### src/rtl/alarm_ring_ctrl.sv
// alarm_ring_ctrl
//   Sequences one alarm ringing episode downstream of the alarm compare
//   datapath. Detects the match (t_main >= t_alarm while armed), drives a
//   1 Hz on/off buzzer pattern, and handles snooze, dismiss and ring timeout.
//   On dismiss (manual or automatic) it pulses alarm_clear so the alarm
//   register block disarms itself.
//
// Ports
//   clk          : system clock
//   reset        : synchronous active-high reset
//   tick_1hz     : one-cycle pulse per second
//   t_main       : current time in seconds (TW bits)
//   t_alarm      : programmed alarm time in seconds (TW bits)
//   alarm_active : alarm armed flag
//   snooze_btn   : one-cycle debounced snooze request
//   dismiss_btn  : one-cycle debounced dismiss request
//   buzzer       : buzzer drive, toggles each second while ringing
//   ringing      : high in RINGING
//   snoozed      : high in SNOOZE
//   snooze_cnt   : snoozes used in the current episode
//   alarm_clear  : one-cycle disarm request
//
// All outputs are registered; they reflect the state entered at the last edge.

module alarm_ring_ctrl #(
  parameter int unsigned TW           = 28,
  parameter int unsigned SNOOZE_SEC   = 300,
  parameter int unsigned RING_TIMEOUT = 60,
  parameter int unsigned MAX_SNOOZE   = 3
) (
  input  logic          clk,
  input  logic          reset,
  input  logic          tick_1hz,
  input  logic [TW-1:0] t_main,
  input  logic [TW-1:0] t_alarm,
  input  logic          alarm_active,
  input  logic          snooze_btn,
  input  logic          dismiss_btn,
  output logic          buzzer,
  output logic          ringing,
  output logic          snoozed,
  output logic [1:0]    snooze_cnt,
  output logic          alarm_clear
);

  localparam int unsigned RSW = $clog2(RING_TIMEOUT + 1);

  typedef enum logic [1:0] {
    IDLE,
    RINGING,
    SNOOZE,
    WAIT_CLR
  } state_e;

  state_e          state_q, state_d;
  logic [RSW-1:0]  ring_sec_q, ring_sec_d;
  logic            phase_q, phase_d;
  logic [TW-1:0]   wake_time_q, wake_time_d;
  logic [1:0]      snooze_cnt_q, snooze_cnt_d;
  logic            alarm_clear_q, alarm_clear_d;
  logic            buzzer_q, ringing_q, snoozed_q;

  logic            can_snooze;
  logic            timeout;
  logic            do_snooze;
  logic            do_dismiss;

  assign can_snooze = (snooze_cnt_q < 2'(MAX_SNOOZE));
  assign timeout    = tick_1hz && (ring_sec_q == RSW'(RING_TIMEOUT - 1));

  always_comb begin
    state_d       = state_q;
    ring_sec_d    = ring_sec_q;
    phase_d       = phase_q;
    wake_time_d   = wake_time_q;
    snooze_cnt_d  = snooze_cnt_q;
    alarm_clear_d = 1'b0;
    do_snooze     = 1'b0;
    do_dismiss    = 1'b0;

    case (state_q)
      IDLE: begin
        snooze_cnt_d = '0;
        // A tick in the match cycle is not counted: ring_sec starts at 0.
        if (alarm_active && (t_main >= t_alarm)) begin
          state_d    = RINGING;
          ring_sec_d = '0;
          phase_d    = 1'b1;
        end
      end

      RINGING: begin
        if (tick_1hz) begin
          phase_d    = ~phase_q;
          ring_sec_d = ring_sec_q + RSW'(1);
        end
        if (!alarm_active) begin
          state_d      = IDLE;
          snooze_cnt_d = '0;
        end else if (dismiss_btn) begin
          do_dismiss = 1'b1;
        end else if (snooze_btn && can_snooze) begin
          do_snooze = 1'b1;
        end else if (timeout) begin
          // Out of snoozes: the timeout turns into a dismiss.
          if (can_snooze) do_snooze  = 1'b1;
          else            do_dismiss = 1'b1;
        end
      end

      SNOOZE: begin
        if (!alarm_active) begin
          state_d      = IDLE;
          snooze_cnt_d = '0;
        end else if (dismiss_btn) begin
          do_dismiss = 1'b1;
        end else if (t_main >= wake_time_q) begin
          state_d    = RINGING;
          ring_sec_d = '0;
          phase_d    = 1'b1;
        end
      end

      WAIT_CLR: begin
        // Hold here until disarmed so a still-true match cannot retrigger.
        if (!alarm_active) begin
          state_d      = IDLE;
          snooze_cnt_d = '0;
        end
      end

      default: begin
        state_d      = IDLE;
        snooze_cnt_d = '0;
      end
    endcase

    if (do_dismiss) begin
      state_d       = WAIT_CLR;
      alarm_clear_d = 1'b1;
    end
    if (do_snooze) begin
      state_d      = SNOOZE;
      wake_time_d  = t_main + TW'(SNOOZE_SEC);
      snooze_cnt_d = snooze_cnt_q + 2'd1;
    end
  end

  always_ff @(posedge clk) begin
    if (reset) begin
      state_q       <= IDLE;
      ring_sec_q    <= '0;
      phase_q       <= 1'b0;
      wake_time_q   <= '0;
      snooze_cnt_q  <= '0;
      alarm_clear_q <= 1'b0;
      buzzer_q      <= 1'b0;
      ringing_q     <= 1'b0;
      snoozed_q     <= 1'b0;
    end else begin
      state_q       <= state_d;
      ring_sec_q    <= ring_sec_d;
      phase_q       <= phase_d;
      wake_time_q   <= wake_time_d;
      snooze_cnt_q  <= snooze_cnt_d;
      alarm_clear_q <= alarm_clear_d;
      // Outputs are decoded from the next state so they line up with state_q.
      buzzer_q      <= (state_d == RINGING) ? phase_d : 1'b0;
      ringing_q     <= (state_d == RINGING);
      snoozed_q     <= (state_d == SNOOZE);
    end
  end

  assign buzzer      = buzzer_q;
  assign ringing     = ringing_q;
  assign snoozed     = snoozed_q;
  assign snooze_cnt  = snooze_cnt_q;
  assign alarm_clear = alarm_clear_q;

endmodule

### config.mk
export PLATFORM = sky130hd
export DESIGN_NAME = alarm_ring_ctrl
export DESIGN_NICKNAME = d
export VERILOG_FILES = /design/src/rtl/alarm_ring_ctrl.sv
export SDC_FILE = /design/constraint.sdc
export NUM_CORES = 1
export LEC_CHECK = 0
export BUFFER_PORTS_ARGS = -buffer_cell sky130_fd_sc_hd__buf_4
export CAP_MARGIN = 20
export CELL_PAD_IN_SITES_DETAIL_PLACEMENT = 0
export CELL_PAD_IN_SITES_GLOBAL_PLACEMENT = 1
export CORE_MARGIN = 4
export CORE_UTILIZATION = 46
export CTS_BUF_LIST = sky130_fd_sc_hd__clkbuf_4 sky130_fd_sc_hd__clkbuf_8
export CTS_CLUSTER_SIZE = 16
export DETAILED_ROUTE_END_ITERATION = 10
export PLACE_DENSITY_LB_ADDON = 0.08
export SETUP_SLACK_MARGIN = 0.05
export SLEW_MARGIN = 20
export SYNTH_ARGS = -nofsm -noshare
export SYNTH_HDL_FRONTEND = slang
export SYNTH_SLANG_ARGS = --single-unit
### constraint.sdc
create_clock -name clk -period 6.95 [get_ports clk]
set_input_delay 1.39 -clock clk [delete_from_list [all_inputs] [get_ports clk]]
set_output_delay 1.39 -clock clk [all_outputs]
set_load 0.01 [all_outputs]
Yosys cells after proc, flatten, opt, wreduce, memory -nomap -nowiden
Cells that the tools add are included.

Add/sub/neg operators: 3. Magnitude comparators: 3. Equality and inequality tests: 12. Multiplexer cells: 38. Bitwise gates (word level): 2. Reduce and logical (&&, ||, !) cells: 9.

Operators by type and width (number): 28-bit >= comparator (2); 6-bit two-way mux (5); 28-bit by 9-bit adder with 28-bit output (second input constant) (1); 1-bit two-way mux (19); 2-bit two-way mux (9); 6-bit one-hot mux with 3 select lines (1); 2-bit != test (second input constant) (5); 6-bit by 1-bit adder with 6-bit output (second input constant) (1); 2-bit equality test (second input constant) (3); 6-bit equality test (second input constant) (1); 2-bit one-hot mux with 3 select lines (1); 6-bit AND reduction (1); 2-bit by 1-bit equality test with 1-bit output (second input constant) (2); 2-bit one-hot mux with 2 select lines (1); 2-bit OR reduction (2); 1-bit logical AND (3); 3-bit by 2-bit != test with 1-bit output (second input constant) (1); 1-bit one-hot mux with 3 select lines (1); 3-bit nonzero test (1); 3-bit OR reduction (1); 2-bit by 1-bit adder with 2-bit output (second input constant) (1); 2-bit logical NOT (1); 2-bit less-than comparator (second input constant) (1); 1-bit NOT (2); 1-bit one-hot mux with 2 select lines (1).

Register bits: 43. Input bits: 62. Output and inout bits: 6. Logic and storage cells: 76.

Longest topological paths before layout
Word-level depth: 12. Mapped depth: 9. Mapped depth without buffers: 9.

Worst setup path before layout
Ideal clock, no wire load.

Path type: input port to flip-flop. From: input t_main[0]. To: register buzzer_q, in the netlist buzzer. Setup time: 117 ps. Arrival: 3213 ps. Data required time: 6833 ps. Slack: 3621 ps. Stages: 9. Buffers on the path: 0. Cells stage by stage: inv_1 -> ha_1 -> nand2b_4 -> a2111oi_2 -> a2111oi_1 -> o311a_1 -> o21ai_4 -> o211a_1 -> and4bb_1.

Word-level cells in the longest chain between the ends: 10. Elaborated cells between the ends (all ways): 18. Those cells by class: order compare (2); eq/ne (1); mux (12); bitwise (1); reduce/logical (2).

RTL lines: start: declaration (RTL line 34) `input logic [TW-1:0] t_main,`; 28-bit >= comparator (RTL line 117) `end else if (t_main >= wake_time_q) begin`; 2-bit two-way mux (RTL line 117); 2-bit two-way mux (RTL line 115) `end else if (dismiss_btn) begin`; 2-bit two-way mux (RTL line 112) `if (!alarm_active) begin`; 2-bit one-hot mux with 3 select lines (RTL line 81) `case (state_q)`; 2-bit two-way mux (RTL line 138) `if (do_dismiss) begin`; 2-bit two-way mux (RTL line 142) `if (do_snooze) begin`; 2-bit by 1-bit equality test with 1-bit output (RTL line 168) `buzzer_q <= (state_d == RINGING) ? phase_d : 1'b0;`; 1-bit NOT (no source line); 2-bit OR reduction (no source line); end signal: assignment (RTL line 168); end: declaration (RTL line 61) `logic buzzer_q, ringing_q, snoozed_q;`.

Several ways; a longest one is shown, not always the timed one. A chain may end at the register's enable or synchronous reset.

Worst setup path after layout
From: input t_main[26]. To: register ring_sec_q[4].

Word-level cells in the longest chain between the ends: 4. Elaborated cells between the ends (all ways): 6. Those cells by class: order compare (2); eq/ne (2); reduce/logical (2).

RTL lines: 28-bit >= comparator (RTL line 85) `if (alarm_active && (t_main >= t_alarm)) begin`; 1-bit logical AND (RTL line 85); 2-bit != test (no source line); 6-bit AND reduction (no source line) (*); end signal: assignment (RTL line 162) `ring_sec_q <= ring_sec_d;`; end: declaration (RTL line 56) `logic [RSW-1:0] ring_sec_q, ring_sec_d;`.

Every way passes the cells marked *; elsewhere a longest branch is shown, timed or not.

==> results.yml <==
status:
  status: "completed"
sta:
  fmax_mhz: 285
  maxSlewHeadroom_pct: 63.7
  rsz0062_at_grt: "false"
  worstMarginPinSlew_ns: 0.545
  setup-tns-final_ns: 0
  finalCriticalPeriod_ns: 3.51
  period_share_pct: 50.4
  setup_viol: 0
  hold_violations: 0
  slew_violations: 0
  fin_worst_skew_ns: 0.0104
clock_tree:
  cts_max_level: 2
  hold_buffers: 0
  clockBufferDepth: 2
  cts_tree: "built"
  cts_sinks: 43
  cts_setup_buffers: 0
  cts_root_buf: "clkbuf_8"
  clk_latency_ns: 0.31
  path_clk_slew_ns: 0.10
  post_cts_resized: 0
  cts_made_buffers: 5
worst_setup_path:
  slowest_delay_ns: 0.52
  crit_arrival_ns: 3.75
  path_buf_inv: 1
  critPathCaptureType: "flop"
  path_class: "in -> reg"
  cpLargestDelayFamily: "compound AO/OA/AOI/OAI gates"
  crit_slowest_cell: "a2111oi_4"
  critPathLaunchType: "input pin"
  cp.required_ns: 7.20
  crit_fanout: 9
  cp_cell_sequence: "buf_4, ha_1, nand4_2, nor4_2, nand4_1, a21oi_2, nor3b_4, a2111oi_4, o2bb2ai_1"
global_routing:
  use_met2_pct: 31.4
  grt_overflow: 0
  met1_usage_pct: 25.0
  busiest_layer: "met2"
  grt_use_total_pct: 18.8
  grtUsageMet3_pct: 3.71
  grt_max_degree: 53
  first_global_vias: 3252
  antenna_found_initial: 0
  grt_pass1_wl_um: 15200
pwr:
  ir_worst_vdd_mv: 0.109
  finalPower_mw: 0.792
  total_leakage_power_nw: 1.93
  cellPowerDensity_nw_per_um2: 178
die:
  dieArea_um2: 9650
  io_pins: 68
  die_height_um: 98.2
  die_x_um: 98.2
  placementRows: 32
  start_util_pct: 47.9
  core-area_um2: 7810
final_layout:
  regArea_um2: 861
  postLayoutCoreUtil_pct: 56.9
  fillers: 744
  drive_above_1_share_pct: 17.7
  insertedDiodeCount: 0
  area_growth_syn_to_layout_pct: 18.6
  fin_nets: 655
  final_cell_mix: "buf_4 (68), inv_1 (67), ha_1 (64)"
  final_common_cell: "buf_4"
  multi_input_area_um2: 2580
placed_design:
  io_buffers: 67
  dp_hpwl_um: 7010
  gp_congestion: 0.858
synthesis:
  netlist_area_um2: 3740
  synth_warnings: 0
  synthesis.instances: 467
  ys_types: 55
  postSynthNetCount: 593
  syn_avg_cell_area_um2: 8.02
  synth_seq_cells: 43
  synth_edf_count: 0
  yosysSeqAreaShare_pct: 23.0
  synth_ff_type: "dfxtp_1"
  async_flop_share_pct: 0
run:
  maxCapViolCount: 0
route:
  avgViaCountPerCell: 5.33
  drtIter0Drc: 50
  ant_nets: 0
  avgRoutedWirePerCell_um: 14.0
  route.detailed.drc: 0
  num_vias: 3370
  wl_um: 8860
  firstDrtPassIters: 4
worst_hold_path:
  hold_path_class: "reg -> reg"
## layout make-up
cell class / count / area share [%]
multi-input cells: 344 / 58.0
repair buffers: 68 / 11.5
inverters: 67 / 5.66
clock inverters: 3 / 0.986
flip-flops and latches: 43 / 19.4
clock buffers: 5 / 1.55
well taps: 102 / 2.87
## cell families after synthesis
family / count (synthesis) / share of synthesized area [%]
flops: 43 / 23.0
fa+ha+maj: 64 / 21.4
buf+inv: 80 / 8.16
simple gates: 146 / 20.1
compound gates: 112 / 22.2
xor+xnor: 22 / 5.15
## worst reg2reg max path: stages (launching register included)
cell       delay (ns)
dfxtp_1          0.34
inv_1            0.04
ha_1             0.29
nand4_1          0.17
a2111oi_1        0.52
o311a_1          0.35
o21ai_4          0.11
a2111oi_4        0.56
o2bb2ai_1        0.17
## state kept, by name, indices dropped and copies added, names as in the netlist
| name | count |
|---|---|
| wake_time_q | 28 |
| ring_sec_q | 6 |
| snooze_cnt | 2 |
| state_q | 2 |
| alarm_clear | 1 |
| buzzer | 1 |
| phase_q | 1 |
| ringing | 1 |
| snoozed | 1 |
## through the flow
step / cells / instance area [um^2] / hold slack, ns / setup WS (ns)
detailed placement: 624 / 4330 / 0.451 / 3.13
floorplan: 467 / 3740 / 0.432 / 3.62
global placement: 624 / 4330 / 0.441 / 3.15
finish: 632 / 4440 / 0.460 / 3.44
CTS: 632 / 4440 / 0.465 / 3.45
global route: 632 / 4440 / 0.486 / 3.31
## cells in the mapped netlist (3+ instances only)
cell type	n	share of area [%]
xor2_1	16	3.7
nor3_1	6	0.80
nand4_1	11	1.8
a211oi_1	23	4.6
dfxtp_1	43	23
ha_1	64	21
xnor2_1	6	1.4
nand2_1	41	4.1
inv_1	67	6.7
nor2b_1	5	0.84
or3_1	3	0.50
clkbuf_1	9	0.90
a21oi_1	31	4.1
nand2b_1	8	1.3
o2bb2ai_1	6	1.4
and3_1	5	0.84
nand3_1	16	2.1
a21o_1	9	1.8
o21ai_0	13	1.7
buf_2	4	0.53
nor2_1	36	3.6
## worst paths after layout
kind | startpoint | endpoint | slack [ns] | depth (start not counted)
setup reg to reg | wake_time_q[9] | ring_sec_q[4] | 4.33 | 8
hold reg to reg | wake_time_q[4] | wake_time_q[4] | 0.46 | 2
hold / removal | wake_time_q[4] | wake_time_q[4] | 0.46 | 2
setup / recovery | t_main[26] | ring_sec_q[4] | 3.44 | 9
## power by group
group | internal [mW] | switching (mW)
combinational | 0.138 | 0.162
clock | 0.107 | 0.0982
sequential | 0.269 | 0.0170
## layer usage
layer / vias up / part of all wire [%] / wire (um)
met5: - / 0 / 0
met4: 0 / 0.82 / 73
met3: 10 / 3.6 / 321
met2: 59 / 47 / 4200
met1: 1528 / 48 / 4270
li1: 1773 / - / -
(Power assumes the default switching activity.)
